==> src/rtl/dado_ctrl.sv <==
// Electronic die roll controller: debounced button drives fast cycling,
// a decelerating spin-down and a settled face with load strobe.
module dado_ctrl #(
  parameter int DEBOUNCE_CYC = 4,
  parameter int ROLL_DIV     = 2,
  parameter int SLOW_INC     = 2,
  parameter int SLOW_STEPS   = 6
) (
  input  logic       clk_i,
  input  logic       rst_i,
  input  logic       boton_i,
  output logic [2:0] cara_o,
  output logic       enable_o,
  output logic       rolling_o,
  output logic       done_o
);

  localparam int TMAX = (SLOW_INC * SLOW_STEPS > ROLL_DIV)
                      ? SLOW_INC * SLOW_STEPS : ROLL_DIV;
  localparam int TW = $clog2(TMAX + 1);
  localparam int KW = $clog2(SLOW_STEPS + 2);
  localparam int DW = $clog2(DEBOUNCE_CYC + 1);

  typedef enum logic [1:0] {
    IDLE = 2'd0,
    ROLL = 2'd1,
    SLOW = 2'd2
  } state_t;

  state_t        state_q, state_d;
  logic          sync1_q, sync2_q;
  logic          db_q, db_dly_q;
  logic [DW-1:0] db_cnt_q;
  logic [TW-1:0] timer_q, timer_d, slow_lim;
  logic [KW-1:0] k_q, k_d;
  logic [2:0]    cara_q;
  logic          enable_q, done_q;
  logic          step, done_d, rise, fall;

  always_ff @(posedge clk_i or posedge rst_i) begin
    if (rst_i) begin
      sync1_q  <= 1'b0;
      sync2_q  <= 1'b0;
      db_q     <= 1'b0;
      db_dly_q <= 1'b0;
      db_cnt_q <= '0;
    end else begin
      sync1_q  <= boton_i;
      sync2_q  <= sync1_q;
      db_dly_q <= db_q;
      if (sync2_q == db_q) begin
        db_cnt_q <= '0;
      end else if (db_cnt_q == DW'(DEBOUNCE_CYC - 1)) begin
        db_q     <= sync2_q;
        db_cnt_q <= '0;
      end else begin
        db_cnt_q <= db_cnt_q + DW'(1);
      end
    end
  end

  assign rise     = db_q & ~db_dly_q;
  assign fall     = ~db_q & db_dly_q;
  assign slow_lim = TW'(SLOW_INC * int'(k_q) - 1);

  always_comb begin
    state_d = state_q;
    timer_d = timer_q + TW'(1);
    k_d     = k_q;
    step    = 1'b0;
    done_d  = 1'b0;
    case (state_q)
      IDLE: begin
        timer_d = '0;
        // a press landing on the done cycle belongs to the old roll
        if (rise && !done_q) state_d = ROLL;
      end
      ROLL: begin
        if (fall) begin
          state_d = SLOW;
          timer_d = '0;
          k_d     = KW'(1);
        end else if (timer_q == TW'(ROLL_DIV - 1)) begin
          step    = 1'b1;
          timer_d = '0;
        end
      end
      SLOW: begin
        // last step's strobe stays inside SLOW; leave on the next cycle
        if (k_q > KW'(SLOW_STEPS)) begin
          state_d = IDLE;
          done_d  = 1'b1;
          timer_d = '0;
        end else if (timer_q == slow_lim) begin
          step    = 1'b1;
          k_d     = k_q + KW'(1);
          timer_d = '0;
        end
      end
      default: begin
        state_d = IDLE;
        timer_d = '0;
      end
    endcase
  end

  always_ff @(posedge clk_i or posedge rst_i) begin
    if (rst_i) begin
      state_q  <= IDLE;
      timer_q  <= '0;
      k_q      <= '0;
      cara_q   <= 3'd1;
      enable_q <= 1'b0;
      done_q   <= 1'b0;
    end else begin
      state_q  <= state_d;
      timer_q  <= timer_d;
      k_q      <= k_d;
      enable_q <= step;
      done_q   <= done_d;
      if (step) cara_q <= (cara_q == 3'd6) ? 3'd1 : cara_q + 3'd1;
    end
  end

  assign cara_o    = cara_q;
  assign enable_o  = enable_q;
  assign done_o    = done_q;
  assign rolling_o = (state_q != IDLE);

endmodule

==> config.mk <==
export PLATFORM = sky130hd
export DESIGN_NAME = dado_ctrl
export DESIGN_NICKNAME = d
export VERILOG_FILES = /design/src/rtl/dado_ctrl.sv
export SDC_FILE = /design/constraint.sdc
export NUM_CORES = 1
export LEC_CHECK = 0
export CELL_PAD_IN_SITES_DETAIL_PLACEMENT = 2
export CELL_PAD_IN_SITES_GLOBAL_PLACEMENT = 2
export CORE_MARGIN = 3
export CORE_UTILIZATION = 35
export CTS_BUF_LIST = sky130_fd_sc_hd__clkbuf_4 sky130_fd_sc_hd__clkbuf_8
export DETAILED_ROUTE_END_ITERATION = 16
export PLACE_DENSITY = 0.85
export REMOVE_ABC_BUFFERS = 1
export SLEW_MARGIN = 30
export SYNTH_ARGS = -nofsm -noshare
export SYNTH_HDL_FRONTEND = slang
export SYNTH_SLANG_ARGS = --single-unit
export TNS_END_PERCENT = 20
==> constraint.sdc <==
create_clock -name clk_i -period 1.51 [get_ports clk_i]
set_input_delay 0.3775 -clock clk_i [delete_from_list [all_inputs] [get_ports clk_i]]
set_output_delay 0.3775 -clock clk_i [all_outputs]
set_load 0.05 [all_outputs]
======== After elaboration in Yosys (flattened, before gate mapping) ========
Index checks and enable logic that the tools add are counted.
cells by class
  eq/ne operators ......................... 12
  $add $sub $neg .......................... 5
  order comparisons ....................... 1
  bitwise logic cells ..................... 5
  reductions and logical operators ........ 8
  multiplexer cells ....................... 23
operators by type and width
  operator                                              number
  2-to-1 mux 3 bit                                      6
  2-to-1 mux 4 bit                                      4
  inequality test 2 bit, second input constant          5
  adder 3 x 1 -> 3 bit, second input constant           3
  case mux 4 bit (2 select lines)                       1
  2-to-1 mux 1 bit                                      6
  2-to-1 mux 2 bit                                      3
  case mux 2 bit (3 select lines)                       1
  case mux 3 bit (2 select lines)                       1
  adder 4 x 1 -> 4 bit, second input constant           1
  == test 4 x 1 -> 1 bit, second input constant         1
  == test 4 bit                                         1
  AND reduction 4 bit                                   1
  nonzero test 2 bit                                    2
  subtractor 4 x 1 -> 4 bit, second input constant      1
  == test 3 x 2 -> 1 bit, second input constant         1
  == test 3 bit, second input constant                  1
  greater-than comparator 3 bit, second input constant  1
  NOT 1 bit                                             3
  AND reduction 3 bit                                   1
  bitwise AND 1 bit                                     2
  == test 2 x 1 -> 1 bit, second input constant         1
  == test 2 bit, second input constant                  1
  logical NOT 2 bit                                     1
  other kinds (5)                                       5
storage, ports and cells
  output and inout bits ................... 6
  register bits after elaboration ......... 21
  word-level logic and storage cells ...... 65
  input port bits ......................... 3

======== Logic depth before layout (Yosys ltp) ========
  depth after elaboration ................. 5
  gate-level depth with buffers ........... 7
  gate-level depth less buffers ........... 6

======== Worst setup path before layout ========
OpenSTA, ideal clock, no wires.
  kind .................................... register -> register
  from .................................... register k_q[0]
  to ...................................... register k_q[2]
  path slack .............................. -158 ps
  arrival time ............................ 1534 ps
  cell stages (with the launch flop) ...... 7
  path buffers ............................ 0
  library setup time ...................... 135 ps
  data required time ...................... 1375 ps
  clock period less this slack ............ 1668 ps
  cell sequence ........................... dfrtp_1 -> inv_1 -> ha_1 -> xor2_1 -> nand4_2 -> o41ai_2 -> o31ai_1
between the ends
  cells in the longest elaborated chain, start to end .. 4
  elaborated cells between the ends (all ways) .. 10
  classes of those cells .................. 2 x add/sub; 1 x order compare; 3 x eq/ne; 3 x mux; 1 x reduce/logical
ends and longest elaborated chain
  element                                                                           line    text
  start, declared                                                                   35      logic [KW-1:0] k_q, k_d;
  start signal, assigned                                                            118     k_q <= k_d;
  subtractor 4 x 1 -> 4 bit or adder 3 x 1 -> 3 bit (tied branches)                 64, 96
  == test 4 bit or 2-to-1 mux 3 bit (tied branches)                                 94      end else if (timer_q == slow_lim) begin
  inequality test 2 bit (no line) or 2-to-1 mux 3 bit (tied branches)               n/a
  AND reduction 4 bit (no line) or case mux 3 bit (2 select lines) (tied branches)  n/a
Parallel ways exist; a longest one is shown, timed or not. The select of a mux whose other input is x is not followed.
A chain may end at the register's enable or synchronous reset.

======== Worst setup path in the final report ========
  from .................................... register timer_q[1]
  to ...................................... register cara_q[0] (netlist: cara_o[0])
between the ends
  cells in the longest elaborated chain, start to end .. 4
  elaborated cells between the ends (all ways) .. 7
  classes of those cells .................. 2 x eq/ne; 5 x mux
ends and longest elaborated chain
  element                                                  line    text
  start, declared                                          34      logic [TW-1:0] timer_q, timer_d, slow_lim;
  start signal, assigned                                   117     timer_q <= timer_d;
  == test 4 bit or == test 4 x 1 -> 1 bit (tied branches)  94, 83
  2-to-1 mux 1 bit, on equally long branches               94, 83
  2-to-1 mux 1 bit, on equally long branches               90, 79
  case mux 1 bit (2 select lines) *                        72      case (state_q)
  end signal, assigned                                     121     if (step) cara_q <= (cara_q == 3'd6) ? 3'd1 : cara_q + 3'd1;
  end, declared                                            36      logic [2:0] cara_q;
Mark *: on every way between the ends. The rest lies on a longest branch, timed or not.

==> run_results.csv <==
group,metric,value,unit
finish,nNetsFinal,159,
global_routing,grt_first_pass_wirelength,7040,um
outcome,status,"finished with violations",
floorplanning,core,3100,um2
finish,final_cell_mix,"buf_4, dfrtp_1, nand3_1, inv_2, buf_12",
power_and_ir_drop,power.total,3.64,mW
routing,drtIter0Drc,36,
floorplanning,io_pins,9,
power_and_ir_drop,pwr-share-comb,66.7,%
global_routing,antenna_found_initial,0,
finish,seq_area,527,um2
clock_network,clockBufferDepth,2,
worst_setup_path,crit_path_frequent_cell,"or3b_4",
placed_design,gp_congestion,0.844,
sta,grt_setup_unrepaired,"true",
power_and_ir_drop,power_switching,1.75,mW
synth,synth_edf_count,0,
floorplanning,initial_core_util,37.5,%
sta,holdWs,381,ps
clock_network,htree_levels,1,
power_and_ir_drop,p_seq_share,24.2,%
worst_setup_path,critical_path.max_fanout,3,
sta,setup_ws,-273,ps
synth,synth_top_area_cell,"dfrtp_1",
worst_setup_path,critPathSlowestCell,"dfrtp_1",
clock_network,tritoncts,"done",
floorplanning,die_x,63.7,um
sta,period_needed,1780,ps
finish,fill_cells,319,
synth,synth_cells,108,
routing,drc,0,
routing,vias,1062,
global_routing,gr-total-overflow,0,
min_path,hp-class,"input port to asynchronous set/reset pin",
outcome,violations,"negative setup slack",
synth,yosys-top-cells-area,"dfrtp_1, ha_1, inv_1",
finish,antennaDiodeCount,0,
routing,drt_pre_antenna_iters,4,
synth,ys_types,37,
synth,synth_area_per_cell,10.8,um2
routing,drt-wirelength-per-cell,26.8,um
sta,slew_viol_final,0,
job,maxCapViolCount,0,
floorplanning,dieHeight,63.7,um
sta,finalHoldViolations,0,
power_and_ir_drop,p_per_area,2050,nW/um2
routing,via_per_inst,5.59,
synth,yosysSeqAreaShare,45.2,%
worst_setup_path,worstSetupPathType,"flop to flop",
worst_setup_path,slowest_delay,430,ps
synth,ys.flop_type,"dfrtp_1",
floorplanning,die_area,4060,um2
power_and_ir_drop,p_clk_share,9.1,%
finish,area_delta_synth_final,52.6,%
power_and_ir_drop,ir_drop,0.000725,V
synth,netlist_area,1160,um2
sta,fin_skew,5.04,ps
placed_design,io_buffers,8,
finish,drive_gt1_share,48.6,%
finish,layout_commonest_cell,"buf_4",
synth,synth_warnings,0,
finish,finalNonFillerCells,190,
sta,worstMarginPinSlew,527,ps
floorplanning,rows,20,
worst_setup_path,crit_required,1770,ps
sta,max-slew-margin-rel,64.6,%
clock_network,hold_buffers,0,
power_and_ir_drop,internal_power,1.88,mW
synth,synth.top_cell.area_share,43.0,%
placed_design,placed_cells,180,
global_routing,grt_usage,23.8,%
worst_setup_path,cp_cell_sequence,"inv_2, ha_4, or3b_4, or3b_4, o211ai_1, nand3_1",
sta,setup_violations,16,
power_and_ir_drop,p_sw_share,48.2,%
routing,wirelength,5090,um
clock_network,cts-root-buf,"clkbuf_4",
clock_network,clock_latency,330,ps
sta,finalSetupTns,-2390,ps
worst_setup_path,end_kind,"flop",
placed_design,dpl.hpwl,2470,um
global_routing,grt_pass1_vias,1209,
clock_network,path_clk_slew,140,ps
power_and_ir_drop,leakagePower,0.753,nW
synth,ys_ff_latch,21,
clock_network,cts_made_buffers,3,
worst_setup_path,critPathLaunchType,"flop",
worst_setup_path,worstPathArrival,2040,ps
routing,final_antenna_net_count,0,
finish,multiInputGateArea,768,um2
synth,async_flop_share,100,%
sta,fin_crit_sh,118,%
sta,fmax,0.561,GHz
global_routing,grt_max_degree,22,
clock_network,clock-sinks,21,
[flip-flops by register name, summed over array words and instances, names as in the netlist, 2 cells and up]
| signal | flops |
|---|---|
| timer_q | 4 |
| state_q | 2 |
| db_cnt_q | 3 |
| k_q | 3 |
| cara_o | 3 |
[per-layer routing]
metal,share of wire (%),up-vias,track usage (%)
li1,-,460,-
met5,0,-,0
met2,54,32,43.0
met4,3.8,0,7.55
met3,3.7,17,4.10
met1,38,553,28.2
[what timing repair did]
item	CTS	global route
resized for setup	13	26
setup endpoints to repair	14	15
pin swaps	6	12
setup buffers	2	4
[path summary, 6_finish.rpt]
check                      depth (start not counted)  slack (ps)        from          to
max                                                6        -270  timer_q[1]   cara_o[0]
min reg2reg                                        0         400     sync1_q     sync2_q
min                                                3         380       rst_i  timer_q[2]
max reg2reg                                        6        -270  timer_q[1]   cara_o[0]
min in group clk_i                                 0         400     sync1_q     sync2_q
max in group asynchronous                          3         850       rst_i   cara_o[0]
[synth_stat cells (2+ instances only)]
cell and instances:
mux2i_1 2, xnor2_1 2, nand3_1 8, nor2b_1 2, ha_1 9, o221ai_1 3
dfrtp_1 20, nor2_1 3, o211ai_1 3, or3b_4 2, a21oi_1 4, nor3_1 5
inv_1 11, nor3b_1 4, and2_1 2, xor2_1 3, nand2_1 5
[stage by stage]
stage / utilization (%) / cell area (um2) / worst slack [ps]
after floorplan: - / 1160 / -158
after global placement: 48.8 / 1510 / -137
after detailed placement: 48.8 / 1510 / -217
after CTS: 51.9 / 1610 / -228
after global routing: 57.3 / 1780 / -344
final: 57.3 / 1780 / -273
[critical path: cells and delay by family, from the launching register on]
| family | cells | cell delay [ps] |
|---|---|---|
| simple gates | 3 | 950 |
| compound gates | 1 | 140 |
| buf+inv | 1 | 80 |
| flops | 1 | 430 |
| fa+ha+maj | 1 | 110 |
[power by group through the flow]
stage	clock [mW]	combinational, mW	sequential, mW
2_1_floorplan	0	0.876	0.941
3_3_place_gp	0	1.65	0.834
3_5_place_dp	0	1.76	0.857
4_1_cts	0.309	2.00	0.855
5_1_grt	0.353	2.58	0.901
6_report	0.331	2.43	0.878
[cell type report]
type                       instances  share of cell area (%)
clock buffer                       4                    1.69
multi-input combinational         74                    43.2
tap                               44                    3.10
timing repair buffer              35                    19.7
inverter                          12                    2.67
sequential                        21                    29.6
[logic make-up after synthesis]
group                    synth area share, %
multiplexers                            2.69
buffers and inverters                   4.19
XOR/XNOR                                5.69
flip-flops                              45.2
AND/OR/NAND/NOR                         19.9
AO/OA/AOI/OAI                           12.7
adder cells (fa/ha/maj)                 9.67
No activity file was read; power rests on OpenSTA's default activity.
